## config.mk

```make
export PLATFORM = sky130hd
export DESIGN_NAME = reg_bank
export DESIGN_NICKNAME = d
export VERILOG_FILES = /design/src/rtl/reg_bank_pkg.sv /design/src/rtl/reg_bank_clr.sv /design/src/rtl/reg_bank.sv
export SDC_FILE = /design/constraint.sdc
export NUM_CORES = 1
export LEC_CHECK = 0
export BUFFER_PORTS_ARGS = -buffer_cell sky130_fd_sc_hd__buf_2
export CAP_MARGIN = 40
export CORE_ASPECT_RATIO = 0.8
export CORE_UTILIZATION = 30
export DETAILED_ROUTE_END_ITERATION = 7
export SLEW_MARGIN = 0
export SYNTH_ARGS = -nofsm -noshare
export SYNTH_HDL_FRONTEND = slang
export SYNTH_HIERARCHICAL = 1
export SYNTH_SLANG_ARGS = --single-unit
```

## constraint.sdc

```tcl
create_clock -name clk -period 6.1 [get_ports clk]
set_input_delay 1.22 -clock clk [delete_from_list [all_inputs] [get_ports clk]]
set_output_delay 1.22 -clock clk [all_outputs]
set_load 0.02 [all_outputs]
```

## src/rtl/reg_bank_pkg.sv

```systemverilog
// Shared types and default sizing for the register bank and its clear sequencer.
package reg_bank_pkg;

    localparam int DEF_DW = 8;
    localparam int DEF_PW = 4;

    typedef enum logic [1:0] {
        IDLE  = 2'd0,
        CLEAR = 2'd1,
        DONE  = 2'd2
    } clr_state_t;

endpackage

```

## src/rtl/reg_bank_clr.sv

```systemverilog
// Clear sequencer: sweeps a pointer across every bank entry, then signals done for one cycle.
module reg_bank_clr
    import reg_bank_pkg::*;
#(
    parameter int PW = DEF_PW
) (
    input  logic          clk,
    input  logic          reset,
    input  logic          clr_start,
    output logic          busy,
    output logic          done,
    output logic [PW-1:0] ptr,
    output logic          clr_we
);

    clr_state_t state, state_d;

    // NOTE: sequential state uses non-blocking assignments so every register samples pre-edge values.
    always_ff @(posedge clk or posedge reset) begin
        if (reset) begin
            state <= IDLE;
            ptr   <= '0;
        end else begin
            state <= state_d;
            if (state == IDLE && clr_start) begin
                ptr <= '0;
            end else if (state == CLEAR) begin
                ptr <= ptr + 1'b1;
            end
        end
    end

    // NOTE: every output gets a default before the case so no path leaves a latch behind.
    always_comb begin
        state_d = state;
        busy    = 1'b0;
        done    = 1'b0;
        clr_we  = 1'b0;
        case (state)
            IDLE: begin
                if (clr_start) begin
                    state_d = CLEAR;
                end
            end
            CLEAR: begin
                busy   = 1'b1;
                clr_we = 1'b1;
                // The pointer wraps to zero on the same edge that leaves CLEAR.
                if (ptr == '1) begin
                    state_d = DONE;
                end
            end
            DONE: begin
                busy    = 1'b1;
                done    = 1'b1;
                state_d = IDLE;
            end
            default: state_d = IDLE;
        endcase
    end

endmodule

```

## src/rtl/reg_bank.sv

```systemverilog
// Two-read, one-write register bank with optional hard-wired zero entry, write bypass
// and a sequenced whole-bank clear.
module reg_bank
    import reg_bank_pkg::*;
#(
    parameter int DW      = DEF_DW,
    parameter int PW      = DEF_PW,
    parameter bit ZERO_R0 = 1'b1,
    parameter bit BYPASS  = 1'b1
) (
    input  logic          clk,
    input  logic          reset,
    input  logic          wr_en,
    input  logic [PW-1:0] wr_addr,
    input  logic [DW-1:0] dat_in,
    input  logic [PW-1:0] rd_addrA,
    input  logic [PW-1:0] rd_addrB,
    output logic [DW-1:0] datA_out,
    output logic [DW-1:0] datB_out,
    input  logic          clr_start,
    output logic          clr_busy,
    output logic          clr_done,
    output logic          wr_drop
);

    localparam int DEPTH = 1 << PW;

    logic [DW-1:0] core [DEPTH];
    logic [PW-1:0] clr_ptr;
    logic          clr_we;
    logic          wr_zero;
    logic          wr_commit;
    logic          byp_ok;

    reg_bank_clr #(.PW(PW)) u_clr (
        .clk       (clk),
        .reset     (reset),
        .clr_start (clr_start),
        .busy      (clr_busy),
        .done      (clr_done),
        .ptr       (clr_ptr),
        .clr_we    (clr_we)
    );

    assign wr_zero   = ZERO_R0 && (wr_addr == '0);
    assign wr_commit = wr_en && !clr_busy && !wr_zero;
    assign byp_ok    = BYPASS && wr_commit && !reset;
    assign wr_drop   = wr_en && clr_busy;

    // NOTE: the array is reset because an asynchronous whole-bank zero is part of its contract.
    always_ff @(posedge clk or posedge reset) begin
        if (reset) begin
            for (int i = 0; i < DEPTH; i++) begin
                core[i] <= '0;
            end
        end else if (clr_we) begin
            core[clr_ptr] <= '0;
        end else if (wr_commit) begin
            core[wr_addr] <= dat_in;
        end
    end

    always_comb begin
        datA_out = core[rd_addrA];
        datB_out = core[rd_addrB];
        if (byp_ok && rd_addrA == wr_addr) begin
            datA_out = dat_in;
        end
        if (byp_ok && rd_addrB == wr_addr) begin
            datB_out = dat_in;
        end
        if (ZERO_R0 && rd_addrA == '0) begin
            datA_out = '0;
        end
        if (ZERO_R0 && rd_addrB == '0) begin
            datB_out = '0;
        end
    end

endmodule

```

* After elaboration in Yosys (flattened, before gate mapping)
Index checks and enable logic that the tools add are counted.
** Storage, ports and cells
- Bits in registers :: 134
- Bits of input ports :: 24
- Output and inout bits :: 19
- Logic and storage cells :: 83
** Operators by class
- Add/sub/neg operators :: 1
- $lt $le $gt $ge :: 6
- Eq/ne operators :: 7
- Mux-type cells :: 25
- Bitwise gates (word level) :: 6
- Reductions and logical operators :: 20
** Operator list (number)
- two-way mux 128 bit :: 2
- bitwise AND 128 bit :: 1
- bitwise mux 128 bit :: 1
- NOT 128 bit :: 1
- two-way mux 8 bit :: 10
- binary-select mux 8 bit (select 4 bit) :: 2
- demux 8 bit (select 4 bit) :: 2
- >= comparator 5 bit (second input constant) :: 4
- NOT 4 -> 5 bit :: 4
- zero test 4 bit :: 3
- < comparator 5 x 1 -> 1 bit (second input constant) :: 2
- logical AND 1 bit :: 9
- == test 4 bit :: 2
- two-way mux 4 bit :: 2
- adder 4 x 1 -> 4 bit (second input constant) :: 1
- == test 4 bit (second input constant) :: 1
- two-way mux 2 bit :: 2
- != test 2 bit (second input constant) :: 2
- one-hot mux 2 bit (2 select lines) :: 1
- nonzero test 2 bit :: 2
- zero test 1 bit :: 3
- two-way mux 1 bit :: 3
- == test 2 x 1 -> 1 bit (second input constant) :: 1
- == test 2 bit (second input constant) :: 1
- other kinds (3) :: 3

* Logic depth before layout (Yosys ltp)
- Depth in word-level cells :: 10
- Depth in mapped cells :: 7
- Depth with buffers taken out :: 6

* Cells and area by module
The synthesis kept the hierarchy.
** Modules (own cells, without submodules)
- reg_bank :: times used 1, cells an instance 531, area each 7109.3 µm², seq. area each 3203.1 µm²
- reg_bank_clr :: times used 1, cells an instance 31, area each 361.6 µm², seq. area each 150.1 µm²

* Least setup slack after synthesis
No wires, ideal clock.
- Path kind :: input to output
- Start point :: in rd_addrA[0]
- End point :: out datA_out[0]
- Arrival :: 2.716 ns
- Required time :: 4.880 ns
- Setup slack :: 2.164 ns
- Stages :: 6
- Buffers on the path :: 2
- Path through :: buf_2 buf_2 mux4_2 a22oi_1 nand3_1 a22o_1
** Between the ends
- Longest elaborated chain between the ends :: 6
- Elaborated cells between the ends (all ways) :: 9
- Classes of those cells :: eq/ne: 1; mux: 5; bitwise: 1; reduce/logical: 2
** Ends and longest elaborated chain
- start: declaration :: RTL line reg_bank.sv:16 : input logic [PW-1:0] rd_addrA,
- NOT 4 -> 5 bit (not written as such) :: RTL line reg_bank.sv:64 : datA_out = core[rd_addrA];
- binary-select mux 8 bit (select 4 bit) :: RTL line reg_bank.sv:64
- two-way mux 8 bit (not written as such) (2 in series) :: RTL line reg_bank.sv:64
- two-way mux 8 bit :: RTL line reg_bank.sv:66 : if (byp_ok && rd_addrA == wr_addr) begin
- two-way mux 8 bit * :: RTL line reg_bank.sv:72 : if (ZERO_R0 && rd_addrA == '0) begin
- end: declaration :: RTL line reg_bank.sv:18 : output logic [DW-1:0] datA_out,
Mark *: on every way between the ends. The rest lies on a longest branch, timed or not. The select of a mux whose other input is x is not followed.

* Worst setup path after layout
- Start point :: in rd_addrA[0]
- End point :: out datA_out[6]
The elaborated chain is that of the path after synthesis.

==> impl_metrics.yaml <==
routing:
  ant_nets: 0
  dr.pass1.iters: 5
  routed_wl_mm: 23.2
  drc_errors: 0
  first_iter_violations: 714
  route.vias.total: 5624
  viasPerCell: 6.11
  wl_per_cell_um: 25.2
cts:
  worst_skew_pair.late_latency_ns: 0.43
  cts_setup_buffers: 0
  cts_root_buf: "clkbuf_16"
  cts_tree: "yes"
  cts_htree_levels: 4
  ctsLongestPathBuffers: 2
  cts_buffers: 17
  cts_resized: 0
  holdBufCountCts: 0
  numClockSinks: 134
  cts.reportedPaths.clkPinSlew_ns: 0.07
critical_path:
  critPathRequiredTime_ns: 4.88
  cp-end-kind: "primary output"
  cp-start-kind: "input port"
  setup.worst_path.class: "in2out"
  cp.arrival_ns: 3.39
  critPathMaxFanout: 21
yosys:
  ys.warnings.count: 6
  synth_seq_cells: 134
  synth.net_count: 591
  async_flop_share_pct: 100
  synthTopCellsByArea: "dfrtp_1, mux4_2, a22o_1"
  synth_edf_count: 0
  syn_area_per_cell_um2: 13.3
  ys.flop_type: "dfrtp_1"
  synth.distinct_cells: 36
  ys_seq_area_share_pct: 44.9
  syn_area_mm2: 0.00747
  synth.largest_area_cell: "dfrtp_1"
  netlist_instances: 562
  synth_top_area_share_pct: 44.9
final_layout:
  fin_cells: 921
  num_antenna_cells: 0
  fin_util_pct: 35.1
  drive_above_1_share_pct: 29.7
  final_nets: 619
  area_growth_pct: 14.6
timing:
  tightestPinTransition_ns: 0.966
  tns_ns: 0
  hold_viol_final: 0
  finalSetupViolations: 0
  fin_crit_ns: 4.61
  clock_skew_ns: 0.0122
  period_share_pct: 75.5
  holdWs_ns: 0.506
  fmax_ghz: 0.217
  postLayoutSetupSlackWorst_ns: 1.49
  rsz0062_at_grt: "false"
  slew_headroom_pct: 35.6
  slew_viol_final: 0
placed_design:
  dp_slack_ns: 1.46
  place_inst: 888
  portBuffers: 42
  dp_hpwl_mm: 15.8
  place.gp.congestion: 0.852
power_and_ir_drop:
  powerDensity_mw_per_mm2: 425
  irDropWorstVdd_mv: 0.229
  power_leakage_nw: 3.77
global_routing:
  grt_pass1_vias: 5607
  antenna_found_initial: 1
  grt_pass1_wl_mm: 35.8
  grt_start_max_net_pins: 50
  grt_overflow: 0
  track_usage_pct: 19.2
floorplan:
  die_h_um: 143
  io-pin-count: 43
  die_area_mm2: 0.0255
  initial_core_util_pct: 30.6
  core_mm2: 0.0244
  die_w_um: 178
  core.rowCount: 51
flow_run:
  cap_violations: 0
status:
  status: "completed"
min_path:
  hold_path.class: "reg2reg"
-- critical path: stages --
cell	delay [ns]
buf_2	0.56
buf_4	0.39
mux4_2	0.53
a22oi_1	0.18
nand3_1	0.11
a22o_1	0.21
buf_2	0.16
-- power breakdown --
group / switching, mW / internal (mW) / leakage [nW]
logic: 0.500 / 0.614 / 1.69
clock network: 0.459 / 0.549 / 0.272
registers: 0.308 / 1.21 / 1.80
-- synthesized netlist by cell type (4+ instances only) --
| library cell | count |
|---|---|
| a21oi_1 | 17 |
| a22o_1 | 136 |
| a22oi_1 | 16 |
| and2_1 | 11 |
| buf_1 | 8 |
| buf_2 | 15 |
| buf_6 | 4 |
| clkbuf_1 | 22 |
| dfrtp_1 | 134 |
| ha_1 | 5 |
| inv_1 | 5 |
| mux4_2 | 64 |
| nand2_1 | 21 |
| nand3_1 | 32 |
| nor2_1 | 10 |
| nor2b_1 | 10 |
| nor3_4 | 10 |
| nor4_1 | 5 |
| xor2_1 | 10 |
-- layout by cell type, fill, tap and decap left out, drive strengths merged, types with 2 or more instances in the layout --
| cell type | Yosys | layout |
|---|---|---|
| ha | 5 | 5 |
| clkinvlp | 0 | 3 |
| buf | 27 | 58 |
| or3b | 2 | 2 |
| nand2 | 21 | 21 |
| a22oi | 16 | 16 |
| nor3b | 2 | 2 |
| nor2 | 10 | 10 |
| dfrtp | 134 | 134 |
| nor4 | 8 | 8 |
| clkinv | 0 | 2 |
| a21oi | 20 | 20 |
| and2 | 11 | 11 |
| nor2b | 11 | 11 |
| a31oi | 2 | 2 |
| mux4 | 64 | 64 |
| nand2b | 3 | 3 |
| nor3 | 12 | 12 |
| inv | 5 | 14 |
| xor2 | 10 | 10 |
| a22o | 136 | 136 |
| clkbuf | 22 | 18 |
| nand3 | 33 | 33 |
-- metal layers --
layer  vias up  wire length (um)  global-route usage, %
li1       2329                 -                      -
met4         2               358                   4.33
met3        38              2500                   7.00
met2       320              9900                   26.7
met5         -                 8                      0
met1      2935             10400                   28.0
-- logic make-up after synthesis --
logic type / share of synthesized area [%]
muxes: 19.6
adders and majority gates: 0.837
DFF: 44.9
AOI/OAI and AO/OA: 19.5
buffers and inverters: 3.37
and+or+nand+nor: 10.5
xor gates and xnor gates: 1.29
-- area by class of cell --
type / instances / area (um^2)
clock buffer: 18 / 439
clock inverter: 14 / 129
fill: 2374 / 15800
inverter: 5 / 21.3
multi-input combinational: 374 / 3870
sequential: 134 / 3350
tap: 318 / 398
timing repair buffer: 58 / 355
-- path summary, 6_finish.rpt --
check	start	depth (start not counted)	endpoint	slack, ns
max reg2reg	u_clr/state[0]$_DFFE_PP0P_	7	core[30]$_DFFE_PP0P_	2.97
min	core[120]$_DFFE_PP0P_	1	core[120]$_DFFE_PP0P_	0.51
max in group asynchronous	reset	4	core[124]$_DFFE_PP0P_	3.94
min reg2reg	core[120]$_DFFE_PP0P_	1	core[120]$_DFFE_PP0P_	0.51
min in group asynchronous	reset	2	u_clr/state[0]$_DFFE_PP0P_	0.76
max	rd_addrA[0]	7	datA_out[6]	1.49
-- metrics by stage --
stage	area (um^2)	total power [mW]
after global placement	7880	2.59
final	8560	3.64
after CTS	8550	3.64
after detailed placement	7990	2.62
after global routing	8560	3.82
after floorplan	7470	2.30
-- flip-flops by register name (all words and copies together), names as in the netlist --
| register | flops |
|---|---|
| core | 128 |
| u_clr/ptr | 4 |
| u_clr/state | 2 |
Note: power is estimated with default switching activity, not from simulation.
